==> src/rtl/gpmc_mem_arbiter_pkg.sv <==
// Shared definitions for the GPMC/local RAM arbiter: default geometry,
// host-op encoding, read-return tag and the round-robin pointer step.
package gpmc_mem_arbiter_pkg;

    localparam int DEF_ADDR_WIDTH = 5;
    localparam int DEF_DATA_WIDTH = 16;
    localparam int MAX_REQ        = 8;
    localparam int IDX_WIDTH      = $clog2(MAX_REQ);

    typedef enum logic {
        HOST_OP_READ  = 1'b0,
        HOST_OP_WRITE = 1'b1
    } host_op_e;

    typedef struct packed {
        logic                 host;
        logic [IDX_WIDTH-1:0] idx;
    } rd_tag_t;

    function automatic logic [IDX_WIDTH-1:0] rr_next(input logic [IDX_WIDTH-1:0] idx,
                                                     input int n);
        return (int'(idx) >= n - 1) ? '0 : idx + IDX_WIDTH'(1);
    endfunction

endpackage

==> src/rtl/gpmc_mem_arbiter_rr_arbiter.sv <==
// Combinational round-robin picker: first set request at or after ptr,
// wrapping back to bit 0.
module rr_arbiter
    import gpmc_mem_arbiter_pkg::*;
#(
    parameter int N = 2
) (
    input  logic [N-1:0]         req,
    input  logic [IDX_WIDTH-1:0] ptr,
    output logic [N-1:0]         gnt_onehot,
    output logic [IDX_WIDTH-1:0] gnt_idx,
    output logic                 any
);

    logic found;

    // Two passes: upper segment [ptr..N-1] first, then the wrapped [0..ptr-1].
    always_comb begin
        gnt_onehot = '0;
        gnt_idx    = '0;
        found      = 1'b0;
        for (int i = 0; i < N; i++) begin
            if (!found && req[i] && (i >= int'(ptr))) begin
                found         = 1'b1;
                gnt_onehot[i] = 1'b1;
                gnt_idx       = IDX_WIDTH'(i);
            end
        end
        for (int i = 0; i < N; i++) begin
            if (!found && req[i] && (i < int'(ptr))) begin
                found         = 1'b1;
                gnt_onehot[i] = 1'b1;
                gnt_idx       = IDX_WIDTH'(i);
            end
        end
    end

    assign any = |req;

endmodule

==> src/rtl/gpmc_mem_arbiter.sv <==
// Shares one single-port RAM between the ARM host (via gpmc_sync, fixed
// priority) and N_REQ local requesters served round-robin.
module gpmc_mem_arbiter
    import gpmc_mem_arbiter_pkg::*;
#(
    parameter int ADDR_WIDTH = DEF_ADDR_WIDTH,
    parameter int DATA_WIDTH = DEF_DATA_WIDTH,
    parameter int N_REQ      = 2
) (
    input  logic                        clk,
    input  logic                        rst,
    input  logic                        host_csn,
    input  logic                        host_wen,
    input  logic                        host_oen,
    input  logic [ADDR_WIDTH-1:0]       host_addr,
    input  logic [DATA_WIDTH-1:0]       host_wdata,
    output logic [DATA_WIDTH-1:0]       host_rdata,
    input  logic [N_REQ-1:0]            req,
    input  logic [N_REQ-1:0]            req_we,
    input  logic [N_REQ*ADDR_WIDTH-1:0] req_addr,
    input  logic [N_REQ*DATA_WIDTH-1:0] req_wdata,
    output logic [N_REQ-1:0]            gnt,
    output logic [N_REQ-1:0]            rd_valid,
    output logic [DATA_WIDTH-1:0]       rdata,
    output logic                        mem_en,
    output logic                        mem_we,
    output logic [ADDR_WIDTH-1:0]       mem_addr,
    output logic [DATA_WIDTH-1:0]       mem_wdata,
    input  logic [DATA_WIDTH-1:0]       mem_rdata
);

    logic                  host_wr;
    logic                  host_rd;
    logic                  host_wr_q;
    logic                  host_rd_q;
    logic                  host_edge;
    logic                  host_pend;
    host_op_e              host_op;
    logic [ADDR_WIDTH-1:0] host_addr_q;
    logic [DATA_WIDTH-1:0] host_wdata_q;

    logic [IDX_WIDTH-1:0]  rr_ptr;
    logic [N_REQ-1:0]      arb_onehot;
    logic [IDX_WIDTH-1:0]  arb_idx;
    logic                  arb_any;

    logic                  sel_we;
    logic [ADDR_WIDTH-1:0] sel_addr;
    logic [DATA_WIDTH-1:0] sel_wdata;

    rd_tag_t               iss_tag;
    rd_tag_t               rd1_tag;
    logic                  rd1_valid;

    assign host_wr   = ~host_csn & ~host_wen &  host_oen;
    assign host_rd   = ~host_csn &  host_wen & ~host_oen;
    assign host_edge = (host_wr & ~host_wr_q) | (host_rd & ~host_rd_q);

    // Only strobe edges count, so a held strobe produces a single access.
    always_ff @(posedge clk or posedge rst) begin
        if (rst) begin
            host_wr_q    <= 1'b0;
            host_rd_q    <= 1'b0;
            host_pend    <= 1'b0;
            host_op      <= HOST_OP_READ;
            host_addr_q  <= '0;
            host_wdata_q <= '0;
        end else begin
            host_wr_q <= host_wr;
            host_rd_q <= host_rd;
            if (host_edge) begin
                host_pend    <= 1'b1;
                host_op      <= host_wr ? HOST_OP_WRITE : HOST_OP_READ;
                host_addr_q  <= host_addr;
                host_wdata_q <= host_wdata;
            end else if (host_pend) begin
                host_pend <= 1'b0;
            end
        end
    end

    rr_arbiter #(.N(N_REQ)) u_rr (
        .req        (req),
        .ptr        (rr_ptr),
        .gnt_onehot (arb_onehot),
        .gnt_idx    (arb_idx),
        .any        (arb_any)
    );

    always_comb begin
        sel_we    = 1'b0;
        sel_addr  = '0;
        sel_wdata = '0;
        for (int i = 0; i < N_REQ; i++) begin
            if (arb_onehot[i]) begin
                sel_we    = req_we[i];
                sel_addr  = req_addr[i*ADDR_WIDTH +: ADDR_WIDTH];
                sel_wdata = req_wdata[i*DATA_WIDTH +: DATA_WIDTH];
            end
        end
    end

    // Idle cycles keep the last address/data on the RAM bus to avoid toggling.
    always_ff @(posedge clk or posedge rst) begin
        if (rst) begin
            mem_en    <= 1'b0;
            mem_we    <= 1'b0;
            mem_addr  <= '0;
            mem_wdata <= '0;
            gnt       <= '0;
            iss_tag   <= '0;
            rr_ptr    <= '0;
        end else if (host_pend) begin
            mem_en       <= 1'b1;
            mem_we       <= (host_op == HOST_OP_WRITE);
            mem_addr     <= host_addr_q;
            mem_wdata    <= host_wdata_q;
            gnt          <= '0;
            iss_tag.host <= 1'b1;
            iss_tag.idx  <= '0;
        end else if (arb_any) begin
            mem_en       <= 1'b1;
            mem_we       <= sel_we;
            mem_addr     <= sel_addr;
            mem_wdata    <= sel_wdata;
            gnt          <= arb_onehot;
            iss_tag.host <= 1'b0;
            iss_tag.idx  <= arb_idx;
            rr_ptr       <= rr_next(arb_idx, N_REQ);
        end else begin
            mem_en <= 1'b0;
            gnt    <= '0;
        end
    end

    // RAM answers one cycle after mem_en; the tag rides one stage behind it.
    always_ff @(posedge clk or posedge rst) begin
        if (rst) begin
            rd1_valid  <= 1'b0;
            rd1_tag    <= '0;
            rd_valid   <= '0;
            rdata      <= '0;
            host_rdata <= '0;
        end else begin
            rd1_valid <= mem_en & ~mem_we;
            rd1_tag   <= iss_tag;
            rd_valid  <= '0;
            if (rd1_valid) begin
                if (rd1_tag.host) begin
                    host_rdata <= mem_rdata;
                end else begin
                    rdata    <= mem_rdata;
                    rd_valid <= N_REQ'(1) << rd1_tag.idx;
                end
            end
        end
    end

endmodule

==> config.mk <==
export PLATFORM = sky130hd
export DESIGN_NAME = gpmc_mem_arbiter
export DESIGN_NICKNAME = d
export VERILOG_FILES = /design/src/rtl/gpmc_mem_arbiter_pkg.sv /design/src/rtl/gpmc_mem_arbiter_rr_arbiter.sv /design/src/rtl/gpmc_mem_arbiter.sv
export SDC_FILE = /design/constraint.sdc
export NUM_CORES = 1
export LEC_CHECK = 0
export ABC_AREA = 1
export CAP_MARGIN = 0
export CORE_ASPECT_RATIO = 0.8
export CORE_MARGIN = 2
export CORE_UTILIZATION = 63
export CTS_CLUSTER_SIZE = 30
export DETAILED_ROUTE_END_ITERATION = 8
export DONT_BUFFER_PORTS = 1
export PLACE_DENSITY = 0.79
export SYNTH_ARGS = -nofsm -noshare
export SYNTH_HDL_FRONTEND = slang
export SYNTH_SLANG_ARGS = --single-unit
==> constraint.sdc <==
create_clock -name clk -period 3.1 [get_ports clk]
set_clock_uncertainty 0.05 [all_clocks]
set_input_delay 0.31 -clock clk [delete_from_list [all_inputs] [get_ports clk]]
set_output_delay 0.31 -clock clk [all_outputs]
set_load 0.05 [all_outputs]
==> Yosys cells after proc, flatten, opt, wreduce, memory -nomap -nowiden <==
Index checks and enable logic that the tools add are counted.
{ "word_totals": {"in_bits": 88, "word_cells": 90, "out_inout_bits": 59, "ff_bits": 96, "ramBits": 0, "rom_bits": 0, "latchBits": 0, "memories": 0} }
{ "op_classes": {"n_mul": 0, "div_mod_pow": 0, "n_reduce_logical": 15, "shifts": 1, "bitwise_logic": 16, "add_sub_neg": 1, "eq_ne": 0, "n_lt_le_gt_ge": 5, "muxes": 32} }
{ "ops": {"columns": ["operator", "count"], "rows": [
  ["16-bit 2-to-1 mux", 4],
  ["5-bit 2-to-1 mux", 4],
  ["1-bit 2-to-1 mux", 17],
  ["2-bit 2-to-1 mux", 4],
  ["4-bit 2-to-1 mux", 2],
  ["1-bit NOT", 8],
  ["1-bit AND", 7],
  ["1-bit logical AND", 7],
  ["1-bit by 3-bit greater-or-equal comparator with 1-bit output, first input constant", 2],
  ["1-bit by 3-bit < comparator with 1-bit output, first input constant", 2],
  ["2-bit AND reduction", 3],
  ["3-bit by 1-bit adder with 3-bit output, second input constant", 1],
  ["3-bit by 1-bit greater-or-equal comparator with 1-bit output, second input constant", 1],
  ["1-bit zero test", 3],
  ["3-bit 2-to-1 mux", 1],
  ["1-bit by 3-bit left shift with 2-bit output, first input constant", 1],
  ["2-bit nonzero test", 1],
  ["2-bit OR reduction", 1],
  ["1-bit OR", 1]
]} }

==> Logic depth before layout (Yosys ltp) <==
{ "logic_depth": {"depth_word": 18, "depth_mapped": 7, "ltp_nobuf": 6} }

==> Hierarchy <==
A second synthesis with hierarchy kept.
{ "unflattened": {"cells_unflattened": 420, "area_unflattened_um2": 3955.0} }
{ "by_module_without_submodules": {"columns": ["module", "area_per_inst_um2", "instances", "cells_per_inst", "seq_area_each_um2"], "rows": [
  ["gpmc_mem_arbiter", 3885.0, 1, 406, 2402.3],
  ["rr_arbiter", 70.1, 1, 14, 0.0]
]} }

==> Worst setup path before layout <==
No wires, ideal clock.
{ "synth_timing": {"path_type": "register -> register", "startpoint": "register host_pend", "endpoint": "register rr_ptr[0]", "setup_slack_ps": 2022, "required_time_ps": 2914, "arrival_time_ps": 893, "n_path_buf": 2, "period_less_slack_ps": 1078, "stages_incl_launch_ff": 5, "setup_time_ps": 136, "cell_sequence": "dfrtp_1 -> buf_4 -> clkbuf_1 -> o21ai_0 -> o21ai_0"} }
{ "synth_between": {"elab_chain_cells": 2} }
{ "synth_rtl": {"columns": ["element", "line", "text"], "rows": [
  ["from (decl)", "gpmc_mem_arbiter.sv:37", "logic host_pend;"],
  ["from (signal assigned)", "gpmc_mem_arbiter.sv:64", "host_pend <= 1'b0;"],
  ["from (signal assigned)", "gpmc_mem_arbiter.sv:72", "host_pend <= 1'b1;"],
  ["from (signal assigned)", "gpmc_mem_arbiter.sv:77", "host_pend <= 1'b0;"],
  ["1-bit NOT (no source line)", null, null],
  ["2-bit AND reduction (no source line)", null, null],
  ["to (signal assigned)", "gpmc_mem_arbiter.sv:129", "rr_ptr <= rr_next(arb_idx, N_REQ);"],
  ["to (decl)", "gpmc_mem_arbiter.sv:42", "logic [IDX_WIDTH-1:0] rr_ptr;"]
]} }
No other way between the ends.
A chain may end at the register's enable or synchronous reset.

==> Worst setup path in the final report <==
{ "layout_timing": {"startpoint": "register rd1_tag[3] (netlist name)", "endpoint": "register rdata[14]"} }
{ "layout_between": {"elab_chain_cells": 2} }
{ "layout_rtl": {"columns": ["element", "line", "text"], "rows": [
  ["from (decl)", "gpmc_mem_arbiter.sv:52", "rd_tag_t rd1_tag;"],
  ["from (signal assigned)", "gpmc_mem_arbiter.sv:146", "rd1_tag <= iss_tag;"],
  ["1-bit NOT (no source line)", null, null],
  ["2-bit AND reduction (no source line)", null, null],
  ["to (signal assigned)", "gpmc_mem_arbiter.sv:152", "rdata <= mem_rdata;"],
  ["to (decl)", "gpmc_mem_arbiter.sv:24", "output logic [DATA_WIDTH-1:0] rdata,"]
]} }
No other way between the ends.

==> impl_metrics.toml <==
[global_routing]
grt_first_pass_wirelength_um = 15200
grt_pass1_vias = 3104
grt_usage = 0.277
antenna_found_initial = 0
grt_max_degree = 49
grt_overflow = 0

[routing]
routed.top_layer = "met4"
drc = 0
vias = 3305
met2_length_um = 4600
first_pass_iters = 4
drt-wirelength-per-cell_um = 16.2
dr_wl_met3_um = 985
drt_wl_total_um = 9540
final_antenna_net_count = 0
met1_length_um = 3830
first_iter_violations = 242
via_per_inst = 5.60

[placed_design]
port_buffers = 0
gp_congestion = 0.864
place_hpwl_um = 6390
post-place-cells = 555
placement.cell_area_um2 = 4030

[yosys]
synth_top_area_share = 0.551
ys_seq_area_frac = 0.551
synthTopCellsByCount = "191 x nand2_1, 90 x dfrtp_1, 88 x nand3_1"
netlist_instances = 501
synth_edf_count = 0
yosysWarnings = 0
async_flop_share = 1.00
synth-main-ff-cell = "dfrtp_1"
yosysMostFrequentCell = "nand2_1"
netlist_area_um2 = 4090
synth_seq_cells = 90
syn_avg_cell_area_um2 = 8.16
synthDistinctLibCells = 18
synth_nets = 589
yosys.area.top_type = "dfrtp_1"
synthTopCellsByArea = "dfrtp_1 55%, nand2_1 18%, nand3_1 11%"

[die]
die_h_um = 76.1
core_um2 = 6340
start_util = 0.645
boundaryPins = 147
die-area_um2 = 7160
die_w_um = 94.1
core.rowCount = 26

[power_and_ir_drop]
power_uw = 3520
vdd_drop_max_uv = 474
power_leakage_uw = 0.00239
cellPowerDensity_nw_per_um2 = 795

[critical_path]
worstSetupPathType = "reg -> reg"
critical_path_arrival_ps = 1770
r2r_cells = 3
cp_max_fo = 34
reg2reg_setup_slack_ps = 1520
worstPathRequired_ps = 3290
cp-start-kind = "register"
end_kind = "register"

[timing]
drv_slew = 0
setup_viol = 0
min_period_ps = 1580
setup_tns_ps = 0
max_slew_margin = 0.372
worstMarginPinSlew_ps = 940
finalCritPeriodShare = 0.510
fmax_mhz = 633
rsz0062_at_grt = "no"
hold_viol = 0

[status]
status = "complete, no violations"

[cts]
clkLatencyLatePin_ps = 360
htree_levels = 3
cts_made_buffers = 9
cts.sinks = 90
cts.clk_slew.worst_paths_ps = 80
clockRootBuffer = "clkbuf_8"
cts_tree = "yes"
clk_path_buf_depth = 2
cts_resized = 0

[hold_path]
hold_class = "in -> reg"
hold_path_depth = 2

[finish]
design_area_um2 = 4430
nFillCells = 540
fin_nets = 589
layout.cells.non_filler = 590
fin_util = 0.698
layout-drive-gt1-share = 0.0553
diodes = 0
areaGrowthSynthToFinish_pct = 8.20

[flow_run]
drv_cap = 0
[metrics by stage]
stage               hold slack (ps)  setup WS, ps
floorplan                       304           405
global placement                308          1690
detailed placement              314          1550
CTS                            2.75          1530
global route                  0.900          1300
finish                         16.4          1520
[cell families after synthesis]
logic type             Yosys count  synth area share
and+or+nand+nor                294             0.313
buffers and inverters           81            0.0924
AOI/OAI and AO/OA               36            0.0440
DFF                             90             0.551
[placed cells by master, fill, tap and decap left out]
cell type,Yosys,routed
nand2_1,191,191
nor2_8,1,1
nor2_2,1,1
clkinv_2,0,2
o21ai_0,36,36
nand3_4,1,1
dlygate4sd3_1,0,19
clkinvlp_4,0,2
dfrtp_1,90,90
nor2_4,1,1
nor3_1,2,2
nand3b_4,1,1
nor2_1,5,5
inv_2,2,2
buf_4,7,1
inv_1,47,46
bufinv_16,0,1
buf_12,0,1
nand2_2,3,3
clkbuf_1,7,1
nand3_1,88,88
clkbuf_8,0,11
[sequential cells by signal, indices dropped and copies added (netlist names)]
name          count
gnt               2
mem_we            1
host_addr_q       5
rd1_valid         1
host_rdata       16
rr_ptr            1
mem_addr          5
host_pend         1
iss_tag           2
mem_wdata        16
mem_en            1
host_wr_q         1
host_wdata_q     16
rd1_tag           2
rdata            16
rd_valid          2
host_rd_q         1
host_op           1
[path summary, 6_finish.rpt]
check | start | end
max reg2reg | rd1_tag[3] | rdata[14]
min reg2reg | iss_tag[0] | rd1_tag[0]
max in group asynchronous | rst | host_wdata_q[14]
min in group asynchronous | rst | host_rdata[6]
max | rd1_tag[3] | rdata[14]
min | host_wdata[13] | host_wdata_q[13]
[power breakdown]
part	internal [uW]	total [uW]	switching [uW]	leakage [uW]
sequential	1410	2270	859	0.00111
clock	415	816	400	0.0000986
combinational	162	434	272	0.00118
total	1990	3520	1530	0.00239
[worst max-delay path, stage by stage, from the launching register on]
cell and delay, ps:
dfrtp_1 390, inv_1 50, nand2_1 530, o21ai_0 450
[area by class of cell]
| cell class | instances | area [um^2] | share of cell area |
|---|---|---|---|
| sequential | 90 | 2250 | 0.509 |
| multi-input combinational | 330 | 1460 | 0.330 |
| timing repair buffer | 21 | 218 | 0.0492 |
| inverter | 49 | 185 | 0.0418 |
| clock buffer | 12 | 155 | 0.0351 |
| tap | 84 | 105 | 0.0237 |
| clock inverter | 4 | 50.0 | 0.0113 |
[what timing repair did]
action,4_1_cts,5_1_grt
setup buffers,0,0
hold buffers,17,2
hold endpoints to repair,60,2
[layer usage]
| metal | track usage | vias to the layer above |
|---|---|---|
| met2 | 0.451 | 162 |
| met3 | 0.109 | 15 |
| met5 | 0 | - |
| met1 | 0.346 | 1563 |
| met4 | 0.0797 | 0 |
| li1 | - | 1565 |
No activity file was read; power rests on OpenSTA's default activity.
